$ cat src/rtl/cpu_pkg.sv
// cpu_pkg -- shared definitions for the out-of-order core.
//   DEPTH       : reorder-buffer entry count (must equal 2**TAG_W)
//   TAG_W       : rename-tag width, shared with the register-file rename table
//   rob_entry_t : per-entry state held by the reorder buffer
package cpu_pkg;

  localparam int DEPTH = 16;
  localparam int TAG_W = 4;

  typedef struct packed {
    logic        busy;
    logic        ready;
    logic        has_rd;
    logic        is_branch;
    logic        pred_taken;
    logic [4:0]  rd;
    logic [31:0] value;
    logic        taken;
    logic [31:0] target;
  } rob_entry_t;

endpackage

$ cat src/rtl/rob_ptr_ctrl.sv
// rob_ptr_ctrl -- head/tail/count bookkeeping for the reorder buffer.
//   clk, rst       : clock, synchronous active-high reset
//   rdy            : global enable, all state holds while low
//   alloc_req      : issue wants an entry this cycle
//   commit         : head entry retires this cycle
//   flush          : mispredict, zero all pointers (wins over alloc/commit)
//   head, tail     : current pointers (tail doubles as the next alloc tag)
//   full           : registered, high when count == DEPTH
//   alloc_accepted : alloc_req qualified by the registered full flag and flush
module rob_ptr_ctrl #(
  parameter int DEPTH = cpu_pkg::DEPTH,
  parameter int TAG_W = cpu_pkg::TAG_W
) (
  input  logic             clk,
  input  logic             rst,
  input  logic             rdy,
  input  logic             alloc_req,
  input  logic             commit,
  input  logic             flush,
  output logic [TAG_W-1:0] head,
  output logic [TAG_W-1:0] tail,
  output logic             full,
  output logic             alloc_accepted
);

  logic [TAG_W-1:0] head_q, head_d;
  logic [TAG_W-1:0] tail_q, tail_d;
  logic [TAG_W:0]   count_q, count_d;
  logic             full_q, full_d;

  // Full comes from the registered count, so a commit in the same cycle
  // never frees a slot for an allocation.
  assign alloc_accepted = alloc_req && !full_q && !flush;

  always_comb begin
    head_d  = head_q;
    tail_d  = tail_q;
    count_d = count_q;
    full_d  = full_q;
    if (rdy) begin
      if (flush) begin
        head_d  = '0;
        tail_d  = '0;
        count_d = '0;
      end else begin
        // Pointers wrap for free because DEPTH == 2**TAG_W.
        if (alloc_accepted) tail_d = tail_q + TAG_W'(1);
        if (commit)         head_d = head_q + TAG_W'(1);
        count_d = count_q + (TAG_W+1)'(alloc_accepted) - (TAG_W+1)'(commit);
      end
      full_d = (count_d == (TAG_W+1)'(DEPTH));
    end
  end

  always_ff @(posedge clk) begin
    if (rst) begin
      head_q  <= '0;
      tail_q  <= '0;
      count_q <= '0;
      full_q  <= 1'b0;
    end else begin
      head_q  <= head_d;
      tail_q  <= tail_d;
      count_q <= count_d;
      full_q  <= full_d;
    end
  end

  assign head = head_q;
  assign tail = tail_q;
  assign full = full_q;

endmodule

$ cat src/rtl/reorder_buffer.sv
// reorder_buffer -- in-order retirement of out-of-order results.
//   clk, rst            : clock, synchronous active-high reset
//   rdy                 : global enable; all state and output pulses hold while low
//   alloc_*             : issue-side allocation request; alloc_tag is the tail index
//   rob_full            : registered, high when every entry is in use
//   wb_*                : CDB broadcast (result value, branch outcome and target)
//   simple_done/_tag    : completion of an instruction with no CDB result
//   commit_*            : registered retirement of the head entry (one-cycle pulse)
//   flush, flush_pc     : one-cycle mispredict pulse and fetch redirect
// Optional macro ROB_COMMIT_BYPASS_EN: a writeback to the head entry commits in
// the same edge, using the broadcast fields directly.
module reorder_buffer #(
  parameter int DEPTH = cpu_pkg::DEPTH,
  parameter int TAG_W = cpu_pkg::TAG_W
) (
  input  logic             clk,
  input  logic             rst,
  input  logic             rdy,
  input  logic             alloc_valid,
  input  logic             alloc_has_rd,
  input  logic             alloc_is_branch,
  input  logic             alloc_pred_taken,
  input  logic [4:0]       alloc_rd,
  output logic [TAG_W-1:0] alloc_tag,
  output logic             rob_full,
  input  logic             wb_valid,
  input  logic [TAG_W-1:0] wb_tag,
  input  logic [31:0]      wb_value,
  input  logic             wb_taken,
  input  logic [31:0]      wb_target,
  input  logic             simple_done,
  input  logic [TAG_W-1:0] simple_tag,
  output logic             commit_valid,
  output logic [4:0]       commit_rd,
  output logic [31:0]      commit_value,
  output logic [TAG_W-1:0] commit_tag,
  output logic             flush,
  output logic [31:0]      flush_pc
);
  import cpu_pkg::*;

  rob_entry_t       entries_q [DEPTH];
  rob_entry_t       entries_d [DEPTH];
  logic             commit_valid_q, commit_valid_d;
  logic [4:0]       commit_rd_q, commit_rd_d;
  logic [31:0]      commit_value_q, commit_value_d;
  logic [TAG_W-1:0] commit_tag_q, commit_tag_d;
  logic             flush_q, flush_d;
  logic [31:0]      flush_pc_q, flush_pc_d;

  logic [TAG_W-1:0] head, tail;
  logic             full, alloc_accepted;
  rob_entry_t       head_e;
  logic             commit_fire, mispredict;
  logic [31:0]      commit_value_w, commit_target_w;
  logic             commit_taken_w;
`ifdef ROB_COMMIT_BYPASS_EN
  logic             wb_hits_head;
`endif

  rob_ptr_ctrl #(.DEPTH(DEPTH), .TAG_W(TAG_W)) u_ptr (
    .clk           (clk),
    .rst           (rst),
    .rdy           (rdy),
    .alloc_req     (alloc_valid),
    .commit        (commit_fire),
    .flush         (mispredict),
    .head          (head),
    .tail          (tail),
    .full          (full),
    .alloc_accepted(alloc_accepted)
  );

  // Retirement decision for the head entry.
  always_comb begin
    head_e = entries_q[head];
`ifdef ROB_COMMIT_BYPASS_EN
    // A broadcast to the head is newer than anything stored there.
    wb_hits_head    = wb_valid && (wb_tag == head);
    commit_fire     = head_e.busy && (head_e.ready || wb_hits_head);
    commit_value_w  = wb_hits_head ? wb_value  : head_e.value;
    commit_taken_w  = wb_hits_head ? wb_taken  : head_e.taken;
    commit_target_w = wb_hits_head ? wb_target : head_e.target;
`else
    commit_fire     = head_e.busy && head_e.ready;
    commit_value_w  = head_e.value;
    commit_taken_w  = head_e.taken;
    commit_target_w = head_e.target;
`endif
    mispredict = commit_fire && head_e.is_branch && (commit_taken_w != head_e.pred_taken);
  end

  always_comb begin
    entries_d      = entries_q;
    commit_valid_d = commit_valid_q;
    commit_rd_d    = commit_rd_q;
    commit_value_d = commit_value_q;
    commit_tag_d   = commit_tag_q;
    flush_d        = flush_q;
    flush_pc_d     = flush_pc_q;
    if (rdy) begin
      commit_valid_d = commit_fire && head_e.has_rd;
      flush_d        = mispredict;
      if (commit_fire) begin
        commit_rd_d    = head_e.rd;
        commit_value_d = commit_value_w;
        commit_tag_d   = head;
      end
      if (mispredict) begin
        flush_pc_d = commit_target_w;
        for (int i = 0; i < DEPTH; i++) begin
          entries_d[i].busy  = 1'b0;
          entries_d[i].ready = 1'b0;
        end
      end else begin
        if (commit_fire) entries_d[head].busy = 1'b0;
        // Ordering matters: writeback overrides simple_done, and a fresh
        // allocation overrides any stale ready left in a free slot.
        if (simple_done) entries_d[simple_tag].ready = 1'b1;
        if (wb_valid && entries_q[wb_tag].busy) begin
          entries_d[wb_tag].ready  = 1'b1;
          entries_d[wb_tag].value  = wb_value;
          entries_d[wb_tag].taken  = wb_taken;
          entries_d[wb_tag].target = wb_target;
        end
        if (alloc_accepted) begin
          entries_d[tail] = '{busy: 1'b1, ready: 1'b0, has_rd: alloc_has_rd,
                              is_branch: alloc_is_branch, pred_taken: alloc_pred_taken,
                              rd: alloc_rd, value: 32'd0, taken: 1'b0, target: 32'd0};
        end
      end
    end
  end

  always_ff @(posedge clk) begin
    if (rst) begin
      for (int i = 0; i < DEPTH; i++) entries_q[i] <= '0;
      commit_valid_q <= 1'b0;
      commit_rd_q    <= '0;
      commit_value_q <= '0;
      commit_tag_q   <= '0;
      flush_q        <= 1'b0;
      flush_pc_q     <= '0;
    end else begin
      entries_q      <= entries_d;
      commit_valid_q <= commit_valid_d;
      commit_rd_q    <= commit_rd_d;
      commit_value_q <= commit_value_d;
      commit_tag_q   <= commit_tag_d;
      flush_q        <= flush_d;
      flush_pc_q     <= flush_pc_d;
    end
  end

  assign alloc_tag    = tail;
  assign rob_full     = full;
  assign commit_valid = commit_valid_q;
  assign commit_rd    = commit_rd_q;
  assign commit_value = commit_value_q;
  assign commit_tag   = commit_tag_q;
  assign flush        = flush_q;
  assign flush_pc     = flush_pc_q;

endmodule

$ cat config.mk
export PLATFORM = sky130hd
export DESIGN_NAME = reorder_buffer
export DESIGN_NICKNAME = d
export VERILOG_FILES = /design/src/rtl/cpu_pkg.sv /design/src/rtl/rob_ptr_ctrl.sv /design/src/rtl/reorder_buffer.sv
export SDC_FILE = /design/constraint.sdc
export NUM_CORES = 2
export LEC_CHECK = 0
export ABC_AREA = 1
export CAP_MARGIN = 30
export CELL_PAD_IN_SITES_DETAIL_PLACEMENT = 0
export CELL_PAD_IN_SITES_GLOBAL_PLACEMENT = 1
export CORE_AREA = 2 2 369 371
export DETAILED_ROUTE_END_ITERATION = 16
export DIE_AREA = 0 0 371 373
export DONT_BUFFER_PORTS = 1
export GPL_ROUTABILITY_DRIVEN = 0
export MAX_ROUTING_LAYER = met4
export PLACE_DENSITY = 0.87
export SLEW_MARGIN = 20
export SYNTH_ARGS = -nofsm -noshare
export SYNTH_HDL_FRONTEND = slang
export SYNTH_SLANG_ARGS = --single-unit
$ cat constraint.sdc
create_clock -name clk -period 5.74 [get_ports clk]
set_input_delay 0.574 -clock clk [delete_from_list [all_inputs] [get_ports clk]]
set_output_delay 0.574 -clock clk [all_outputs]
set_load 0.02 [all_outputs]
Word-level counts from Yosys, hierarchy flattened. Cells that the tools add are included.

Bitwise gates (word level): 5. Multiplexer cells: 59. Add/subtract/negate cells: 4. Eq/ne operators: 2. Order comparisons: 8. Reduce and logical (&&, ||, !) cells: 20.

Operator list (count): $mux W1200 (10); $bwmux W1200 (7); $demux W75 S4 (7); $bmux W75 S4 (2); $mux W75 (6); $mux W74 (2); $mux W65 (1); $mux W33 (1); $mux W2 (16); $mux W32 (1); $ge A5 B5 Y1 const B (4); $lt A5 B1 Y1 const B (4); $not A4 Y5 (4); $mux W4 (4); $logic_and A1 B1 Y1 (11); $mux W5 (2); $reduce_and A2 Y1 (5); $add A4 B1 Y4 const B (2); $add A5 B1 Y5 (1); $eq A5 B5 Y1 const B (1); $sub A5 B1 Y5 (1); $reduce_bool A2 Y1 (2); $logic_not A1 Y1 (2); $ne A1 B1 Y1 (1); $not A1 Y1 (1).

Output and inout bits: 80. Word-level logic and storage cells: 252. Input bits: 87. Flip-flop bits (word level): 1289.

Depth between registers and ports, before layout.
Depth in word-level cells: 23. Depth in mapped cells: 24. Depth with buffers taken out: 22.

Modules after synthesis. From an unflattened synthesis, not the netlist that was laid out.

Cells, all modules: 13936. Area, all modules: 83674.0 um2.

Modules (own cells, without submodules): reorder_buffer (cells each 13817, times used 1, area each 82857.0 um2, sequential area each 25524.5 um2); rob_ptr_ctrl (cells each 119, times used 1, area each 817.0 um2, sequential area each 280.3 um2).

Worst setup path after synthesis. OpenSTA, ideal clock, no wires.

Path kind: flip-flop to flip-flop. Start point: reg u_ptr.head_q[0] (netlist: u_ptr.head[0]). End point: reg u_ptr.full_q (netlist: u_ptr.full). Buffers on the path: 3. Period minus slack after synthesis: 2.956 ns. Cell stages (with the launch flop): 21. Arrival time: 2.885 ns. Required time: 5.670 ns. Setup time: 0.070 ns. Slack: 2.784 ns. Cells stage by stage: dfxtp_1 > buf_6 > buf_6 > nand2_1 > nand3_1 > nand2_1 > nand2_1 > nand2_1 > nor2_2 > nand3_4 > nor2_8 > nor2_4 > buf_4 > ha_1 > fa_1 > nand3_1 > nand2_1 > xor2_1 > nor3_1 > nand2_1 > a21oi_1.

Longest elaborated chain between the ends: 14. Elaborated cells on any way between the ends: 15. Those cells by class: add/sub: 2; eq/ne: 2; mux: 5; bitwise: 1; reduce/logical: 5.

RTL lines: start, declared (RTL line rob_ptr_ctrl.sv:26) `logic [TAG_W-1:0] head_q, head_d;`; start signal, assigned (RTL line rob_ptr_ctrl.sv:57) `head_q <= '0;`; start signal, assigned (RTL line rob_ptr_ctrl.sv:62) `head_q <= head_d;`; $not A4 Y5 (implied by the code) * (RTL line reorder_buffer.sv:76) `head_e = entries_q[head];`; $bmux W75 S4 * (RTL line reorder_buffer.sv:76); $mux W75 (implied by the code) * (2 in series) (RTL line reorder_buffer.sv:76); $logic_and A1 B1 Y1 (RTL line reorder_buffer.sv:85) `commit_fire = head_e.busy && head_e.ready;`; $logic_and A1 B1 Y1 (2 in series) (RTL line reorder_buffer.sv:90) `mispredict = commit_fire && head_e.is_branch && (commit_taken_w != head_e.pred_taken);`; $logic_not A1 Y1 (RTL line rob_ptr_ctrl.sv:33) `assign alloc_accepted = alloc_req && !full_q && !flush;`; $logic_and A1 B1 Y1 (RTL line rob_ptr_ctrl.sv:33); $add A5 B1 Y5 (RTL line rob_ptr_ctrl.sv:49) `count_d = count_q + (TAG_W+1)'(alloc_accepted) - (TAG_W+1)'(commit);`; $sub A5 B1 Y5 (RTL line rob_ptr_ctrl.sv:49); $mux W5 * (RTL line rob_ptr_ctrl.sv:41) `if (flush) begin`; $mux W5 * (RTL line rob_ptr_ctrl.sv:40) `if (rdy) begin`; $eq A5 B5 Y1 * (RTL line rob_ptr_ctrl.sv:51) `full_d = (count_d == (TAG_W+1)'(DEPTH));`; end signal, assigned (RTL line rob_ptr_ctrl.sv:65) `full_q <= full_d;`; end, declared (RTL line rob_ptr_ctrl.sv:29) `logic full_q, full_d;`.

Mark *: on every way between the ends. The rest lies on a longest branch, timed or not. The select of a mux whose other input is x is not followed. A chain may end at the register's enable or synchronous reset.

Worst setup path after layout.
Start point: reg u_ptr.head_q[0] (netlist: u_ptr.head[0]). End point: reg entries_q[207] in the netlist's numbering.

Longest elaborated chain between the ends: 21. Elaborated cells on any way between the ends: 30. Those cells by class: eq/ne: 1; mux: 21; bitwise: 2; reduce/logical: 6.

RTL lines: $not A4 Y5 (implied by the code) * (RTL line reorder_buffer.sv:76, reorder_buffer.sv:116); $bmux W75 S4 (RTL line reorder_buffer.sv:76); $mux W75 (implied by the code) (2 in series) (RTL line reorder_buffer.sv:76); $logic_and A1 B1 Y1 (RTL line reorder_buffer.sv:85); $mux W1200 (RTL line reorder_buffer.sv:116) `if (commit_fire) entries_d[head].busy = 1'b0;`; $mux W1200 (RTL line reorder_buffer.sv:109) `if (mispredict) begin`; $mux W1200 (RTL line reorder_buffer.sv:101) `if (rdy) begin`; $bwmux W1200 (RTL line reorder_buffer.sv:119) `if (simple_done) entries_d[simple_tag].ready = 1'b1;`; (+4 left out); $bwmux W1200 (RTL line reorder_buffer.sv:122) `entries_d[wb_tag].value = wb_value;`; $bwmux W1200 (RTL line reorder_buffer.sv:123) `entries_d[wb_tag].taken = wb_taken;`; $bwmux W1200 (RTL line reorder_buffer.sv:124) `entries_d[wb_tag].target = wb_target;`; $mux W1200 (RTL line reorder_buffer.sv:120) `if (wb_valid && entries_q[wb_tag].busy) begin`; $mux W1200 (RTL line reorder_buffer.sv:109); $mux W1200 (RTL line reorder_buffer.sv:101); $bwmux W1200 (RTL line reorder_buffer.sv:127) `entries_d[tail] = '{busy: 1'b1, ready: 1'b0, has_rd: alloc_has_rd,`; $mux W1200 (RTL line reorder_buffer.sv:126) `if (alloc_accepted) begin`; end signal, assigned (RTL line reorder_buffer.sv:145) `entries_q <= entries_d;`; end, declared (RTL line reorder_buffer.sv:42) `rob_entry_t entries_q [DEPTH];`.

Marked as above.

==> results.sh <==
export IMPL_grt_usage=0.358
export IMPL_start_kind="flip-flop"
export IMPL_fp_row_count=135
export IMPL_syn_nets=10528
export IMPL_path_delay_family="buffers and inverters"
export IMPL_cts_resized_gates=0
export IMPL_clockBufferDepth=3
export IMPL_drt_total_wl_mm=249
export IMPL_final_antenna_net_count=0
export IMPL_vias=66121
export IMPL_viasPerCell=5.60
export IMPL_synthFlopType="dfxtp_1"
export IMPL_final_cell_mix="2770 x nand2_1, 1372 x inv_1, 1287 x dfxtp_1"
export IMPL_slowest_stage="dfxtp_4"
export IMPL_die_area_sq_mm=0.138
export IMPL_firstDrtPassIters=5
export IMPL_synth_edf_count=0
export IMPL_outcome="finished clean"
export IMPL_drt_wirelength_per_cell_microns=21.0
export IMPL_clock_sinks=1289
export IMPL_worst_setup_path_end_kind="flip-flop"
export IMPL_final_common_cell="nand2_1"
export IMPL_clock_skew_ps=30.6
export IMPL_required_ps=6400
export IMPL_max_stage_delay_ps=780
export IMPL_post_dp_cell_area_sq_mm=0.0654
export IMPL_die_height_microns=373
export IMPL_design_area_sq_mm=0.0706
export IMPL_antenna_found_initial=16
export IMPL_clk_latency_ps=820
export IMPL_async_flop_share=0
export IMPL_drtIter0Drc=7712
export IMPL_cts_root_buf="clkbuf_16"
export IMPL_cts_buffers=147
export IMPL_fillCellCount=13552
export IMPL_cts_setup_buffers=0
export IMPL_setup_viol=0
export IMPL_rsz0062_at_grt="no"
export IMPL_multi_input_area_sq_mm=0.0307
export IMPL_grt_pass1_wl_mm=372
export IMPL_path_cells="buf_12 -> nand2_1 -> nand3_1 -> nand2_1 -> nand2_1 -> nand2_1 -> nor2_1 -> nand2_1 -> nand2_4 -> nor2_8 -> nor2_4 -> buf_12 -> buf_12 -> buf_4 -> nand3_1 -> nand2_1 -> nor2_1"
export IMPL_power_density_mw_per_mm2=277
export IMPL_finalHoldViolCount=0
export IMPL_critPathMaxFanout=186
export IMPL_clk_pin_slew_worst_paths_ps=60
export IMPL_grt_ovfl_total=0
export IMPL_drc=0
export IMPL_nets=9996
export IMPL_htreeDepth=4
export IMPL_min_period_ps=4550
export IMPL_yosys_register_bits=1289
export IMPL_ys_warn_count=0
export IMPL_cts_tree="built"
export IMPL_tightest_slew_ps=1420
export IMPL_slew_headroom=0.0545
export IMPL_critPathKind="flip-flop to flip-flop"
export IMPL_p_leak_nw=29.9
export IMPL_first_global_vias=59815
export IMPL_max_clock_freq_ghz=0.220
export IMPL_synth_cell_types=42
export IMPL_syn2layout_area_growth_pct=8.13
export IMPL_syn_inst=10427
export IMPL_grt_max_degree=210
export IMPL_start_util=0.485
export IMPL_cp_arrival_ps=5210
export IMPL_finalSetupTns_ps=0
export IMPL_core_sq_mm=0.135
export IMPL_io_pins=167
export IMPL_seqCellArea_sq_mm=0.0258
export IMPL_synth_seq_area_share=0.395
export IMPL_hpwl_mm=134
export IMPL_hp_class="input pin to flip-flop"
export IMPL_drive_gt1_frac=0.0461
export IMPL_crit_top_cell="nand2_1"
export IMPL_synthesis_area_sq_mm=0.0653
export IMPL_io_buffers=0
export IMPL_syn_avg_cell_area_sq_um=6.26
export IMPL_slew_viol_final=0
export IMPL_timing_final_crit_share=0.793
export IMPL_ctsHoldBuffers=11
export IMPL_path_buf_inv=4
export IMPL_die_w_microns=371
export IMPL_ir_drop_uv=244
export IMPL_drv_cap=0
## stage by stage
step	hold WS [ps]	setup WS, ps	total power, mW	cells	utilization
2_1_floorplan	419	2780	9.72	10427	-
3_3_place_gp	433	1290	9.97	11502	0.485
3_5_place_dp	437	1360	9.97	11512	0.486
4_1_cts	9.79	1380	19.6	11788	0.524
5_1_grt	70.7	1070	20.1	11806	0.525
6_report	52.5	1190	19.6	11812	0.525
## per-layer routing
metal  GRT usage  wire length (microns)  up-vias
li1            -                      -    31346
met4       0.157                  10800        0
met3      0.0613                  24600      699
met2       0.554                 112000     3264
met1       0.458                 102000    30812
met5           -                      0        -
## worst register-to-register path: cells and delay by family (launching register included)
| family | cells | cell delay [ps] |
|---|---|---|
| and+or+nand+nor | 13 | 1590 |
| DFF | 1 | 780 |
| buffers and inverters | 4 | 2050 |
## path summary, 6_finish.rpt
kind | start | end | slack, ps | cells after the start
worst max-delay path | u_ptr.head[0] | entries_q[207] | 1190 | 17
worst min-delay path | rdy | u_ptr.tail[1] | 50 | 3
worst max register to register | u_ptr.head[0] | entries_q[207] | 1190 | 17
worst min register to register | entries_q[1194] | entries_q[1194] | 450 | 2
## power breakdown
| group | internal (mW) | switching [mW] |
|---|---|---|
| Combinational | 0.141 | 0.723 |
| Clock | 5.72 | 4.02 |
| Sequential | 8.96 | 0.0156 |
## cell usage after synthesis (3+ instances only)
library cell | number | share of area
clkbuf_1 | 276 | 0.016
o22ai_1 | 3 | 0.00029
inv_1 | 1373 | 0.079
nor4_1 | 55 | 0.0053
nand3_1 | 1034 | 0.079
nand4_4 | 8 | 0.0026
buf_4 | 61 | 0.0070
a31oi_1 | 4 | 0.00038
nand4_1 | 129 | 0.012
o21ai_0 | 620 | 0.048
buf_2 | 275 | 0.021
nor2_1 | 1286 | 0.074
nand2_1 | 2802 | 0.16
buf_6 | 38 | 0.0066
o21ai_1 | 6 | 0.00046
a21boi_0 | 55 | 0.0063
a21oi_1 | 836 | 0.064
inv_2 | 7 | 0.00040
nor2_2 | 14 | 0.0013
buf_1 | 178 | 0.010
dfxtp_1 | 1289 | 0.40
ha_1 | 13 | 0.0025
clkinv_1 | 4 | 0.00023
nand4_2 | 6 | 0.0011
nor3_1 | 27 | 0.0021
xor2_1 | 4 | 0.00054
## final cells by class
type,instances,share of cell area
clock inverter,33,0.00574
multi-input combinational,6925,0.435
timing repair buffer,147,0.0233
tap,1781,0.0315
clock buffer,232,0.0645
inverter,1385,0.0740
sequential,1289,0.365
antenna,20,0.000709
## sequential cells by signal, indices dropped and copies added, names as in the netlist
signal         count
commit_tag         4
commit_value      32
u_ptr.head         4
u_ptr.full         1
commit_valid       1
u_ptr.tail         4
entries_q       1200
flush              1
commit_rd          5
u_ptr.count_q      5
flush_pc          32
## logic make-up after synthesis
family,count (synthesis),share of synthesized area
buf+inv,2213,0.140
flops,1289,0.395
fa+ha+maj,14,0.00280
simple gates,5372,0.341
xor+xnor,5,0.000670
compound gates,1534,0.120
Power figures use the tool's default switching activity.
